## src/rtl/conv_multi_kernel.sv

```systemverilog
// conv_multi_kernel: N parallel KxK signed fixed-point kernels over one window, stallable 3-stage pipeline
module conv_multi_kernel #(
  parameter int NBIT = 8,
  parameter int KERNEL_SIZE = 3,
  parameter int FRAC_BITS = 4,
  parameter int NUM_KERNELS = 2,
  localparam int K = KERNEL_SIZE,
  localparam int N = NUM_KERNELS,
  localparam int KK = K * K,
  localparam int SEL_W = (N > 1) ? $clog2(N) : 1,
  localparam int ADDR_W = $clog2(KK)
) (
  input  logic                         i_clk,
  input  logic                         i_rst,
  input  logic [K-1:0][K-1:0][NBIT-1:0] i_data,
  input  logic                         i_data_valid,
  input  logic                         i_stall,
  input  logic                         i_kwr_valid,
  input  logic [SEL_W-1:0]             i_kwr_sel,
  input  logic [ADDR_W-1:0]            i_kwr_addr,
  input  logic [NBIT-1:0]              i_kwr_data,
  input  logic                         i_kernel_commit,
  input  logic                         i_abs_mode,
  output logic [N-1:0][NBIT-1:0]       o_pixel,
  output logic                         o_valid,
  output logic                         o_kwr_err
);
  localparam int PW = 2 * NBIT + 1;
  localparam int ACC_W = PW + $clog2(KK);
  localparam logic signed [ACC_W-1:0] RND = ACC_W'((2 ** FRAC_BITS) / 2);
  localparam logic signed [ACC_W-1:0] PMAX = ACC_W'((2 ** NBIT) - 1);

  logic signed [NBIT-1:0]  r_shadow [N][KK];
  logic signed [NBIT-1:0]  r_active [N][KK];
  logic signed [PW-1:0]    r_prod [N][KK];
  logic signed [ACC_W-1:0] r_sum [N];
  logic [N-1:0][NBIT-1:0]  r_pix3;
  logic                    r_v1, r_v2, r_v3;
  logic                    w_kwr_ok;
  logic signed [ACC_W-1:0] w_sum [N];
  logic signed [ACC_W-1:0] w_rnd [N];
  logic signed [ACC_W-1:0] w_mag [N];
  logic [N-1:0][NBIT-1:0]  w_pix;

  assign w_kwr_ok = (32'(i_kwr_sel) < N) && (32'(i_kwr_addr) < KK);

  // serial coefficient load into the shadow bank; out-of-range writes are dropped and flagged
  always_ff @(posedge i_clk or posedge i_rst)
    if (i_rst) begin
      for (int n = 0; n < N; n++)
        for (int i = 0; i < KK; i++)
          r_shadow[n][i] <= '0;
      o_kwr_err <= 1'b0;
    end else begin
      if (i_kwr_valid && w_kwr_ok) r_shadow[i_kwr_sel][i_kwr_addr] <= i_kwr_data;
      o_kwr_err <= i_kwr_valid && !w_kwr_ok;
    end

  // atomic commit of the whole shadow bank, using its contents before this edge
  always_ff @(posedge i_clk or posedge i_rst)
    if (i_rst) begin
      for (int n = 0; n < N; n++)
        for (int i = 0; i < KK; i++)
          r_active[n][i] <= '0;
    end else if (i_kernel_commit) begin
      r_active <= r_shadow;
    end

  // S1: products bind the window to the active bank seen on the same edge
  always_ff @(posedge i_clk or posedge i_rst)
    if (i_rst) begin
      r_v1 <= 1'b0;
      for (int n = 0; n < N; n++)
        for (int i = 0; i < KK; i++)
          r_prod[n][i] <= '0;
    end else if (!i_stall) begin
      r_v1 <= i_data_valid;
      for (int n = 0; n < N; n++)
        for (int i = 0; i < KK; i++)
          r_prod[n][i] <= PW'($signed({1'b0, i_data[i/K][i%K]})) * PW'(r_active[n][i]);
    end

  // per-kernel adder tree over the registered products
  always_comb begin
    w_sum = '{default: '0};
    for (int n = 0; n < N; n++)
      for (int i = 0; i < KK; i++)
        w_sum[n] = w_sum[n] + ACC_W'(r_prod[n][i]);
  end

  // round half toward +inf, then abs or clamp-to-zero, then saturate to the pixel range
  always_comb begin
    w_rnd = '{default: '0};
    w_mag = '{default: '0};
    w_pix = '0;
    for (int n = 0; n < N; n++) begin
      w_rnd[n] = (r_sum[n] + RND) >>> FRAC_BITS;
      w_mag[n] = w_rnd[n][ACC_W-1] ? (i_abs_mode ? -w_rnd[n] : '0) : w_rnd[n];
      w_pix[n] = (w_mag[n] > PMAX) ? {NBIT{1'b1}} : w_mag[n][NBIT-1:0];
    end
  end

  // S2, S3 and output register; everything freezes on stall and o_pixel holds across bubbles
  always_ff @(posedge i_clk or posedge i_rst)
    if (i_rst) begin
      r_v2    <= 1'b0;
      r_v3    <= 1'b0;
      o_valid <= 1'b0;
      r_sum   <= '{default: '0};
      r_pix3  <= '0;
      o_pixel <= '0;
    end else if (!i_stall) begin
      r_v2    <= r_v1;
      r_sum   <= w_sum;
      r_v3    <= r_v2;
      r_pix3  <= w_pix;
      o_valid <= r_v3;
      if (r_v3) o_pixel <= r_pix3;
    end
endmodule

```

## config.mk

```make
export PLATFORM = sky130hd
export DESIGN_NAME = conv_multi_kernel
export DESIGN_NICKNAME = d
export VERILOG_FILES = /design/src/rtl/conv_multi_kernel.sv
export SDC_FILE = /design/constraint.sdc
export NUM_CORES = 2
export LEC_CHECK = 0
export ABC_AREA = 1
export CORE_UTILIZATION = 40
export DETAILED_ROUTE_END_ITERATION = 8
export GPL_ROUTABILITY_DRIVEN = 0
export SYNTH_ARGS = -nofsm -noshare
export SYNTH_HDL_FRONTEND = slang
export SYNTH_SLANG_ARGS = --single-unit
```

## constraint.sdc

```tcl
create_clock -name i_clk -period 35.4 [get_ports i_clk]
set_input_delay 8.85 -clock i_clk [delete_from_list [all_inputs] [get_ports i_clk]]
set_output_delay 8.85 -clock i_clk [all_outputs]
set_load 0.005 [all_outputs]
```

==> out/qor.yml <==
multi_input_area_um2: 47700
cts_sinks: 667
h-tree-depth: 3
drive_gt1_share_pct: 4.49
die_w_um: 434
vias: 57600
overflow: 0
syn-mean-instance-area_um2: 8.03
relSlewSlack_pct: 34.1
dp.final_hpwl_um: 163000
cts_tree: "done"
critical_path_required_ns: 35.93
drt-initial-drc-count: 4185
cp_common_cell: "inv_1"
min_path_type: "reg -> reg"
wl_per_cell_um: 17.6
final.setup.tns_ns: 0
boundaryPins: 110
ctsLongestPathBuffers: 3
vias_per_cell: 4.92
clk_latency_ns: 0.71
fin_skew_ns: 0.0260
wl_um: 205000
cap_violations: 0
setup_viol: 0
report.final.slew_viol_count: 0
final_cells: 11700
ys_warn_count: 0
seq_area_um2: 16700
hold_viol_final: 0
core.rowCount: 158
firstDrtPassIters: 6
synth_fp_nets: 11100
hold_ws_ns: 0.473
drc: 0
min_period_ns: 13.61
core_um2: 185000
critical_path.slowest_cell: "clkdlybuf4s50_1"
final_nets: 11000
cp_cell_sequence: "clkdlybuf4s50_1 -> nand2_1 -> inv_1 -> fa_1 -> inv_1 -> fa_1 -> inv_1 -> fa_1 -> fa_1 -> ha_1 -> inv_1 -> o31ai_1 -> inv_1 -> o21ai_0 -> inv_1 -> o21ai_0 -> inv_1 -> o21ai_0 -> a21oi_1 -> o21ai_0 -> o21ai_0"
ys_top_cells_by_area: "fa_1 (24%), dfrtp_1 (22%), ha_1 (14%), inv_1 (12%), nand2_1 (12%)"
slowest_delay_ns: 0.75
start_util_pct: 40.2
crit_arrival_ns: 14.14
crit_type: "in -> reg"
worst_pin_slew_ns: 0.983
synthDistinctLibCells: 50
timing.fmax_mhz: 73.5
die_y_um: 434
cts_resized: 0
grt_pass1_vias: 58700
postCtsSetupBuffers: 0
io_buffers: 109
netlist.area_leader.share_pct: 24.4
grt_antenna_before_repair: 11
syn_inst: 9277
startpoint_type: "input pin"
path_delay_family: "adder cells"
die_area_um2: 188000
clkSlewWorstSetupHoldPaths_ns: 0.07
finalCritPeriodShare_pct: 38.4
n_fill_cell: 18400
ys_seq_elements: 667
syn2layout_area_growth_pct: 8.04
ys_seq_area_share_pct: 22.4
cts_buffers: 83
rsz0062_at_grt: "false"
path_buf_inv: 8
cts-root-buf: "clkbuf_16"
grt_pass1_wl_um: 327000
track_usage_pct: 22.4
grt_max_degree: 159
critPathMaxFanout: 16
status: "finished clean"
syn-cell-area_um2: 74500
postCtsHoldBufs: 0
place_inst: 11500
antenna_left: 0
worst_setup_path_end_kind: "register"
synth_top_area_cell: "fa_1"
## final timing paths
kind	start	endpoint	slack, ns	cells after the start
setup / recovery	i_data[61]	r_prod[184]	21.79	21
hold / removal	r_shadow[40]	r_active[40]	0.47	2
setup reg to reg	r_prod[104]	r_sum[14]	30.04	22
hold reg to reg	r_shadow[40]	r_active[40]	0.47	2
max in group asynchronous	i_rst	r_active[18]	23.16	6
min in group asynchronous	i_rst	r_shadow[26]	8.62	2
## cells in the final DEF (no fill, tap or decap), types with 5 or more instances in the layout
master,Yosys,routed
a211oi_1,5,5
a21o_1,10,10
a21oi_1,311,311
a21oi_2,5,5
a22o_1,5,5
a31oi_1,23,23
and2_1,6,6
buf_4,0,23
bufinv_16,0,11
clkbuf_1,341,15
clkbuf_16,0,83
clkbuf_8,0,8
clkdlybuf4s50_1,0,107
clkinv_2,0,18
dfrtp_1,667,667
fa_1,910,910
ha_1,814,814
inv_1,2325,2322
inv_2,8,8
mux2_2,124,124
nand2_1,2305,2305
nand2_2,10,10
nand3_1,192,192
nand4_1,28,28
nor2_1,344,343
nor2_2,10,10
nor3_1,33,30
o2111ai_1,21,21
o21ai_0,529,529
o21ai_1,18,18
o21bai_1,13,13
o22ai_1,8,8
o31ai_1,31,31
or2_2,74,74
xor2_1,59,59
## synthesized netlist by cell type (all sizes together)
| cell | count |
|---|---|
| or2 | 74 |
| nor3 | 34 |
| nand2 | 2317 |
| o21ai | 547 |
| a211oi | 5 |
| nand3 | 195 |
| clkbuf | 341 |
| clkinv | 2 |
| o31ai | 31 |
| and3 | 1 |
| dfrtp | 667 |
| buf | 13 |
| xor2 | 60 |
| o22ai | 8 |
| nor4 | 3 |
| a31oi | 23 |
| o21bai | 13 |
| o221ai | 4 |
| mux2 | 124 |
| ha | 814 |
| inv | 2333 |
| a21o | 10 |
| nor2 | 357 |
| a21boi | 1 |
| a2111oi | 2 |
| o211ai | 2 |
| o2111ai | 21 |
| a21oi | 316 |
| xnor2 | 4 |
| and2 | 6 |
| nand4 | 29 |
| o21a | 2 |
| fa | 910 |
| a22o | 5 |
| nand3b | 3 |
## metrics by stage
step	cell area [um^2]	worst slack, ns	utilization (%)
CTS	80500	21.88	43.5
global placement	77600	21.07	41.9
floorplan	74500	7.86	-
global route	80500	21.34	43.5
detailed placement	77600	21.17	41.9
finish	80500	21.79	43.5
## routing by layer
layer  track usage (%)  routed length (um)  up-vias
met5                 0                  27        -
met4              8.28                8460        4
met3              3.25               11800      270
met2              36.7               96000     1432
met1              30.0               89000    28400
li1                  -                   -    27500
## flip-flops by register name (all words and copies together), names as in the netlist, 16 cells and up
name / cells
o_pixel: 16
r_active: 144
r_pix3: 16
r_prod: 306
r_shadow: 144
r_sum: 36
## cell families after synthesis
group / synth area share [%]
AND/OR/NAND/NOR: 16.2
buffers and inverters: 13.6
adder cells (fa/ha/maj): 38.1
AO/OA/AOI/OAI: 7.10
flip-flops: 22.4
multiplexers: 1.87
XOR/XNOR: 0.762
## layout make-up
class,instances,share of cell area [%]
Inverter,2335,10.9
Clock buffer,106,2.79
Multi-Input combinational cell,5921,59.3
Antenna cell,3,0.00932
Sequential cell,667,20.7
Timing Repair Buffer,135,1.65
Tap cell,2480,3.85
Clock inverter,47,0.775
## worst register-to-register path, delay by kind of cell, from the launching register on
| kind | cells | cell delay (ns) |
|---|---|---|
| buffers and inverters | 3 | 0.23 |
| flip-flops | 1 | 0.45 |
| adder cells (fa/ha/maj) | 5 | 2.81 |
| AO/OA/AOI/OAI | 4 | 0.53 |
| AND/OR/NAND/NOR | 10 | 1.17 |
Power is left out: the tool's default activity adds up to more than one toggle a clock period on the data nets, which glitch-free logic cannot reach.
